File: config.mk
export PLATFORM = sky130hd
export DESIGN_NAME = ex_mem_stage_flat
export DESIGN_NICKNAME = d
export VERILOG_FILES = /design/src/rtl/ex_mem_if.sv /design/src/rtl/ex_mem_stage.sv /design/src/flat_wrapper.sv
export SDC_FILE = /design/constraint.sdc
export NUM_CORES = 1
export LEC_CHECK = 0
export BUFFER_PORTS_ARGS = -buffer_cell sky130_fd_sc_hd__buf_4
export CAP_MARGIN = 20
export CORE_ASPECT_RATIO = 1.75
export CORE_MARGIN = 2
export CORE_UTILIZATION = 30
export DETAILED_ROUTE_END_ITERATION = 7
export MAX_ROUTING_LAYER = met4
export PLACE_DENSITY_LB_ADDON = 0.2
export SYNTH_ARGS = -nofsm -noshare
export SYNTH_HDL_FRONTEND = slang
export SYNTH_SLANG_ARGS = --single-unit
File: constraint.sdc
create_clock -name clk -period 10.1 [get_ports clk]
set_clock_uncertainty 0.1 [all_clocks]
set_input_delay 1.515 -clock clk [delete_from_list [all_inputs] [get_ports clk]]
set_output_delay 1.515 -clock clk [all_outputs]
set_load 0.01 [all_outputs]
File: src/rtl/ex_mem_if.sv
// ex_mem_if -- signal bundle between the ID/EX stage, the writeback forwarding
// source and the EX/MEM pipeline stage.
//   master : the pipeline around the stage (drives EX operands/control, W
//            forwarding source and stallM; observes redirect and M outputs)
//   slave  : ex_mem_stage itself
interface ex_mem_if;
    // EX-stage instruction
    logic        validE;
    logic [31:0] rs1E, rs2E, immE, pcE;
    logic [4:0]  rs1nE, rs2nE, rdnE;
    logic        RegWriteE;
    logic [1:0]  ResultSrcE;
    logic        MemWriteE;
    logic [2:0]  ALUControlE;
    logic        ALUSrcE, BranchE, JumpE;
    // writeback forwarding source
    logic [4:0]  rdnW;
    logic        RegWriteW;
    logic [31:0] ResultW;
    // memory back-pressure
    logic        stallM;
    // redirect (combinational)
    logic        PCSrcE;
    logic [31:0] PCTargetE;
    // EX/MEM register outputs
    logic [31:0] ALUResultM, WriteDataM, PCPlus4M;
    logic [4:0]  rdnM;
    logic        RegWriteM;
    logic [1:0]  ResultSrcM;
    logic        MemWriteM;
    logic        validM;

    modport master (
        output validE, rs1E, rs2E, immE, pcE, rs1nE, rs2nE, rdnE,
               RegWriteE, ResultSrcE, MemWriteE, ALUControlE, ALUSrcE, BranchE, JumpE,
               rdnW, RegWriteW, ResultW, stallM,
        input  PCSrcE, PCTargetE, ALUResultM, WriteDataM, PCPlus4M,
               rdnM, RegWriteM, ResultSrcM, MemWriteM, validM
    );

    modport slave (
        input  validE, rs1E, rs2E, immE, pcE, rs1nE, rs2nE, rdnE,
               RegWriteE, ResultSrcE, MemWriteE, ALUControlE, ALUSrcE, BranchE, JumpE,
               rdnW, RegWriteW, ResultW, stallM,
        output PCSrcE, PCTargetE, ALUResultM, WriteDataM, PCPlus4M,
               rdnM, RegWriteM, ResultSrcM, MemWriteM, validM
    );
endinterface

File: src/rtl/ex_mem_stage.sv
// ex_mem_stage -- execute stage (forwarding, ALU, branch resolve) plus the
// EX/MEM pipeline register and a saturating taken-redirect counter.
//   clk          : clock, rising edge
//   rst          : synchronous active-high reset, wins over stallM
//   bus          : ex_mem_if.slave -- EX inputs, W forwarding source, stallM,
//                  combinational redirect (PCSrcE/PCTargetE), registered M outputs
//   redirect_cnt : number of taken redirects accepted (stallM=0), saturating
module ex_mem_stage #(
    parameter int CNT_W = 16
) (
    input  logic             clk,
    input  logic             rst,
    ex_mem_if.slave          bus,
    output logic [CNT_W-1:0] redirect_cnt
);

    typedef enum logic [2:0] {
        ALU_ADD = 3'b000,
        ALU_SUB = 3'b001,
        ALU_AND = 3'b010,
        ALU_OR  = 3'b011,
        ALU_XOR = 3'b100,
        ALU_SLT = 3'b101,
        ALU_SLL = 3'b110,
        ALU_SRL = 3'b111
    } alu_op_e;

    typedef struct packed {
        logic [31:0] alu_result;
        logic [31:0] write_data;
        logic [31:0] pc_plus4;
        logic [4:0]  rdn;
        logic        reg_write;
        logic [1:0]  result_src;
        logic        mem_write;
        logic        valid;
    } ex_mem_t;

    ex_mem_t          m_q, m_d;
    logic [CNT_W-1:0] redirect_cnt_q, redirect_cnt_d;

    logic [31:0] src_a, fwd_b, src_b, alu_result;
    logic        zero, pc_src;

    always_comb begin
        // NOTE: every always_comb output gets a default first so no path can
        // leave it unassigned and infer a latch.
        src_a          = bus.rs1E;
        fwd_b          = bus.rs2E;
        src_b          = '0;
        alu_result     = '0;
        zero           = 1'b0;
        pc_src         = 1'b0;
        m_d            = m_q;
        redirect_cnt_d = redirect_cnt_q;

        // Forwarding: the held M instruction is younger than W, so it wins.
        if (m_q.reg_write && m_q.valid && m_q.rdn != 5'd0 && m_q.rdn == bus.rs1nE)
            src_a = m_q.alu_result;
        else if (bus.RegWriteW && bus.rdnW != 5'd0 && bus.rdnW == bus.rs1nE)
            src_a = bus.ResultW;

        if (m_q.reg_write && m_q.valid && m_q.rdn != 5'd0 && m_q.rdn == bus.rs2nE)
            fwd_b = m_q.alu_result;
        else if (bus.RegWriteW && bus.rdnW != 5'd0 && bus.rdnW == bus.rs2nE)
            fwd_b = bus.ResultW;

        src_b = bus.ALUSrcE ? bus.immE : fwd_b;

        case (alu_op_e'(bus.ALUControlE))
            ALU_ADD: alu_result = src_a + src_b;
            ALU_SUB: alu_result = src_a - src_b;
            ALU_AND: alu_result = src_a & src_b;
            ALU_OR:  alu_result = src_a | src_b;
            ALU_XOR: alu_result = src_a ^ src_b;
            ALU_SLT: alu_result = {31'd0, $signed(src_a) < $signed(src_b)};
            ALU_SLL: alu_result = src_a << src_b[4:0];
            ALU_SRL: alu_result = src_a >> src_b[4:0];
            default: alu_result = '0;
        endcase

        zero   = (alu_result == 32'd0);
        pc_src = bus.validE & (bus.JumpE | (bus.BranchE & zero));

        if (rst) begin
            m_d            = '0;
            redirect_cnt_d = '0;
        end else if (!bus.stallM) begin
            // Bubbles still load their data fields; only the qualifiers matter.
            m_d.alu_result = alu_result;
            m_d.write_data = fwd_b;
            m_d.pc_plus4   = bus.pcE + 32'd4;
            m_d.rdn        = bus.rdnE;
            m_d.reg_write  = bus.RegWriteE & bus.validE;
            m_d.result_src = bus.ResultSrcE;
            m_d.mem_write  = bus.MemWriteE & bus.validE;
            m_d.valid      = bus.validE;
            // A redirect during a stall is re-presented afterwards, so count only here.
            if (pc_src && redirect_cnt_q != {CNT_W{1'b1}})
                redirect_cnt_d = redirect_cnt_q + CNT_W'(1);
        end
    end

    // NOTE: sequential state uses non-blocking assignments so every flop
    // samples its _d value from before the edge, independent of block order.
    always_ff @(posedge clk) begin
        m_q            <= m_d;
        redirect_cnt_q <= redirect_cnt_d;
    end

    assign bus.PCSrcE     = pc_src;
    assign bus.PCTargetE  = bus.pcE + bus.immE;
    assign bus.ALUResultM = m_q.alu_result;
    assign bus.WriteDataM = m_q.write_data;
    assign bus.PCPlus4M   = m_q.pc_plus4;
    assign bus.rdnM       = m_q.rdn;
    assign bus.RegWriteM  = m_q.reg_write;
    assign bus.ResultSrcM = m_q.result_src;
    assign bus.MemWriteM  = m_q.mem_write;
    assign bus.validM     = m_q.valid;
    assign redirect_cnt   = redirect_cnt_q;

endmodule

File: src/flat_wrapper.sv
// flat-port wrapper written by rule: the top's interface ports become plain ports
module ex_mem_stage_flat 
#(
    parameter int CNT_W = 16
)
  (clk, rst, redirect_cnt, bus_validE, bus_rs1E, bus_rs2E, bus_immE, bus_pcE, bus_rs1nE, bus_rs2nE, bus_rdnE, bus_RegWriteE, bus_ResultSrcE, bus_MemWriteE, bus_ALUControlE, bus_ALUSrcE, bus_BranchE, bus_JumpE, bus_rdnW, bus_RegWriteW, bus_ResultW, bus_stallM, bus_PCSrcE, bus_PCTargetE, bus_ALUResultM, bus_WriteDataM, bus_PCPlus4M, bus_rdnM, bus_RegWriteM, bus_ResultSrcM, bus_MemWriteM, bus_validM);
  ex_mem_if bus_i ();
  input  logic clk;
  input  logic rst;
  output logic [CNT_W-1:0] redirect_cnt;
  input wire logic [$bits(bus_i.validE)-1:0] bus_validE;
  input wire logic [$bits(bus_i.rs1E)-1:0] bus_rs1E;
  input wire logic [$bits(bus_i.rs2E)-1:0] bus_rs2E;
  input wire logic [$bits(bus_i.immE)-1:0] bus_immE;
  input wire logic [$bits(bus_i.pcE)-1:0] bus_pcE;
  input wire logic [$bits(bus_i.rs1nE)-1:0] bus_rs1nE;
  input wire logic [$bits(bus_i.rs2nE)-1:0] bus_rs2nE;
  input wire logic [$bits(bus_i.rdnE)-1:0] bus_rdnE;
  input wire logic [$bits(bus_i.RegWriteE)-1:0] bus_RegWriteE;
  input wire logic [$bits(bus_i.ResultSrcE)-1:0] bus_ResultSrcE;
  input wire logic [$bits(bus_i.MemWriteE)-1:0] bus_MemWriteE;
  input wire logic [$bits(bus_i.ALUControlE)-1:0] bus_ALUControlE;
  input wire logic [$bits(bus_i.ALUSrcE)-1:0] bus_ALUSrcE;
  input wire logic [$bits(bus_i.BranchE)-1:0] bus_BranchE;
  input wire logic [$bits(bus_i.JumpE)-1:0] bus_JumpE;
  input wire logic [$bits(bus_i.rdnW)-1:0] bus_rdnW;
  input wire logic [$bits(bus_i.RegWriteW)-1:0] bus_RegWriteW;
  input wire logic [$bits(bus_i.ResultW)-1:0] bus_ResultW;
  input wire logic [$bits(bus_i.stallM)-1:0] bus_stallM;
  output wire logic [$bits(bus_i.PCSrcE)-1:0] bus_PCSrcE;
  output wire logic [$bits(bus_i.PCTargetE)-1:0] bus_PCTargetE;
  output wire logic [$bits(bus_i.ALUResultM)-1:0] bus_ALUResultM;
  output wire logic [$bits(bus_i.WriteDataM)-1:0] bus_WriteDataM;
  output wire logic [$bits(bus_i.PCPlus4M)-1:0] bus_PCPlus4M;
  output wire logic [$bits(bus_i.rdnM)-1:0] bus_rdnM;
  output wire logic [$bits(bus_i.RegWriteM)-1:0] bus_RegWriteM;
  output wire logic [$bits(bus_i.ResultSrcM)-1:0] bus_ResultSrcM;
  output wire logic [$bits(bus_i.MemWriteM)-1:0] bus_MemWriteM;
  output wire logic [$bits(bus_i.validM)-1:0] bus_validM;
  assign bus_i.validE = bus_validE;
  assign bus_i.rs1E = bus_rs1E;
  assign bus_i.rs2E = bus_rs2E;
  assign bus_i.immE = bus_immE;
  assign bus_i.pcE = bus_pcE;
  assign bus_i.rs1nE = bus_rs1nE;
  assign bus_i.rs2nE = bus_rs2nE;
  assign bus_i.rdnE = bus_rdnE;
  assign bus_i.RegWriteE = bus_RegWriteE;
  assign bus_i.ResultSrcE = bus_ResultSrcE;
  assign bus_i.MemWriteE = bus_MemWriteE;
  assign bus_i.ALUControlE = bus_ALUControlE;
  assign bus_i.ALUSrcE = bus_ALUSrcE;
  assign bus_i.BranchE = bus_BranchE;
  assign bus_i.JumpE = bus_JumpE;
  assign bus_i.rdnW = bus_rdnW;
  assign bus_i.RegWriteW = bus_RegWriteW;
  assign bus_i.ResultW = bus_ResultW;
  assign bus_i.stallM = bus_stallM;
  assign bus_PCSrcE = bus_i.PCSrcE;
  assign bus_PCTargetE = bus_i.PCTargetE;
  assign bus_ALUResultM = bus_i.ALUResultM;
  assign bus_WriteDataM = bus_i.WriteDataM;
  assign bus_PCPlus4M = bus_i.PCPlus4M;
  assign bus_rdnM = bus_i.rdnM;
  assign bus_RegWriteM = bus_i.RegWriteM;
  assign bus_ResultSrcM = bus_i.ResultSrcM;
  assign bus_MemWriteM = bus_i.MemWriteM;
  assign bus_validM = bus_i.validM;
  ex_mem_stage #(.CNT_W(CNT_W)) u_core (.clk(clk), .rst(rst), .bus(bus_i), .redirect_cnt(redirect_cnt));
endmodule
==> impl_metrics.yaml <==
detailed_routing:
  first_pass_iters: 8
  drc: 0
  avgRoutedWirePerCell_um: 34.75
  antenna_left: 0
  num_vias: 23870
  avgViaCountPerCell: 6.394
  wl_mm: 129.7
  drt_iter0_drc: 2468
place:
  hpwl_mm: 105.6
  port_buffers: 349
  dp_cells: 3695
  post-place-ws_ns: 0.2048
  gp_congestion: 1.109
sta:
  setup_viol: 0
  whs_ns: 0.3623
  slew_headroom: 0.1688
  timing.final.ws_setup_ns: 0.4015
  fin_crit_ns: 9.698
  hold_viol: 0
  tightest_slew_ns: 1.234
  fmax_ghz: 0.1031
  rsz0062_at_grt: "no"
  maxSlewViolCount: 0
  finalSetupTns_ns: 0
  timing.final.crit_share: 0.9602
clock_tree:
  cts_sinks: 122
  numCtsBuffers: 25
  clock_latency_ns: 0.50
  hold_buffers: 0
  clkTransAtPathRegs_ns: 0.05
  cts_setup_buffers: 0
  cts_root_buffer: "clkbuf_16"
  cts_tree: "built"
  cts_htree_levels: 4
  clockBufferDepth: 3
yosys:
  synth_edf_count: 0
  ys_seq_area_frac: 0.1395
  synth_top_cell_area_share: 0.1395
  synth.cell_area_mm2: 0.01751
  syn_nets: 2884
  synth_largest_area_cell: "dfxtp_1"
  yosys_warnings: 0
  avgSynthCellArea_um2: 6.851
  synth_cells: 2556
  ys_types: 90
  synth-async-reset-ratio: 0
  ys_seq_elements: 122
  synthFlopType: "dfxtp_1"
  ys_top_cells_by_area: "dfxtp_1 14%, ha_1 9.3%, a21oi_1 6.6%"
power_and_ir_drop:
  pwr-share-seq: 0.195
  internal_power_w: 0.001547
  p_switching_w: 0.001257
  vdd_drop_max_v: 0.00008987
  power.density_mw_per_mm2: 123.1
  switching_share: 0.4483
  leakage_nw: 9.586
  combPwrFrac: 0.530
  clock_power_share: 0.275
grt:
  grt_pass1_wl_mm: 178.4
  grt_usage: 0.4256
  grt_pass1_vias: 23070
  grt.overflow.total: 0
  grt_start_max_net_pins: 92
  antenna_found_initial: 3
floorplanning:
  die_w_um: 186.6
  initial_core_util: 0.3021
  rows: 117
  core_area_mm2: 0.05797
  io_pins: 350
  die_area_mm2: 0.06039
  die_y_um: 323.6
layout:
  layout_commonest_cell: "buf_4"
  most-common-layout-cells: "556 x buf_4, 296 x nor2_1, 231 x a21oi_1"
  drive_above_1_share: 0.2246
  nNetsFinal: 3279
  instances_no_fill: 3733
  synthToLayoutAreaGrowth_pct: 30.12
run_status:
  status: "finished, final reports clean"
min_path:
  hp-class: "reg -> reg"
worst_setup_path:
  end_kind: "output pin"
  critPathLaunchType: "input port"
  cp_data_arrival_time_ns: 8.08
  crit_fanout: 7
  required_ns: 8.49
  crit_type: "in -> out"
run:
  drv_cap: 0
## cells in the mapped netlist (10+ instances only)
library cell  number
xnor2_1           71
nor2_1           301
mux2_2            12
nand2b_1          16
o21a_1            13
a21o_1            19
a21oi_1          231
o221ai_1          13
nor4_1            24
o21ai_1           15
a32oi_1           31
nand2_1          194
and2_1            18
or3_1             20
o31ai_1           62
nand4_1           59
or4_1             14
buf_1             17
clkbuf_1         126
o21ai_0          142
o2111ai_1         15
o21bai_1          14
nor2b_1           22
a22oi_1           29
dfxtp_1          122
mux2i_1           95
buf_2             39
o211ai_1          26
or2_2             10
and3_1            28
ha_1             130
a31oi_1           64
inv_1             94
a211oi_1          31
nor3_1           117
xor2_1            30
a221oi_1          14
o22ai_1           34
nand3_1           96
## cell families after synthesis
kind of cell	count (synthesis)	synth area share
AND/OR/NAND/NOR	940	0.2534
AO/OA/AOI/OAI	855	0.3226
buffers and inverters	292	0.06924
adder cells (fa/ha/maj)	134	0.09689
flip-flops	122	0.1395
multiplexers	112	0.06781
XOR/XNOR	101	0.05052
## metal layers
layer / global-route usage / vias to the layer above / wire [µm]
met5: - / - / 0
met4: 0.4081 / 0 / 14980
met3: 0.07746 / 532 / 9231
met1: 0.3980 / 11470 / 41910
met2: 0.7342 / 1503 / 63590
li1: - / 10370 / -
## worst max-delay path, cell delays in order
cell	delay, ns
buf_4	0.12
or4_1	0.59
o21ai_4	0.29
o31ai_2	0.17
a311oi_4	0.42
nor2_4	0.16
inv_1	0.14
ha_1	0.18
inv_1	0.06
fa_1	0.48
a211o_1	0.37
a21o_1	0.22
a2111o_1	0.47
a21o_1	0.26
a31oi_1	0.23
o21bai_1	0.09
a21oi_1	0.17
mux2_2	0.36
a211oi_1	0.31
o2111ai_1	0.15
or4_1	0.55
nor4_2	0.20
buf_4	0.17
a31oi_2	0.11
nor2b_1	0.15
buf_4	0.14
## through the flow
step	util	area [µm²]	total power (W)
6_report	0.3930	22780	0.002804
5_1_grt	0.3930	22780	0.002884
4_1_cts	0.3920	22720	0.002756
3_5_place_dp	0.3793	21990	0.001981
3_3_place_gp	0.3793	21990	0.001988
2_1_floorplan	-	17510	0.001266
## repair_timing
item / in CTS / in global routing
endpoints found under the hold margin: 0 / 0
setup endpoints to repair: 0 / 1
gates resized for setup: 0 / 6
## flip-flops by register name, indices dropped and copies added, names as in the netlist
name,cells
u_core.bus.RegWriteM,1
u_core.bus.ResultSrcM,2
u_core.bus.rdnM,5
u_core.bus.PCPlus4M,32
u_core.redirect_cnt,16
u_core.bus.WriteDataM,32
u_core.bus.MemWriteM,1
u_core.bus.validM,1
u_core.bus.ALUResultM,32
## path summary, 6_finish.rpt
check,start,endpoint,cells past startpoint,slack (ns)
hold reg to reg,u_core.bus.PCPlus4M[30],u_core.bus.PCPlus4M[30],2,0.36
setup / recovery,bus_rdnW[4],bus_PCSrcE,26,0.40
hold / removal,u_core.bus.PCPlus4M[30],u_core.bus.PCPlus4M[30],2,0.36
setup reg to reg,u_core.bus.rdnM[0],u_core.redirect_cnt[4],26,2.40
## cell type report
class                      count  area, µm²
timing repair buffer         562       4274
fill                        6228      35190
clock inverter                 2      37.54
multi-input combinational   2142      13990
inverter                      98      367.9
tap                          773      967.2
sequential                   122       2442
clock buffer                  31      698.2
antenna                        3      7.507
## power by group through the flow
stage	Combinational (W)	Clock [W]	Sequential (W)
floorplan	0.000712	0	0.000554
global placement	0.00143	0	0.000554
detailed placement	0.00143	0	0.000555
CTS	0.00143	0.000779	0.000545
global route	0.00154	0.000797	0.000548
finish	0.00149	0.000772	0.000546
No activity file was read; power rests on OpenSTA's default activity.
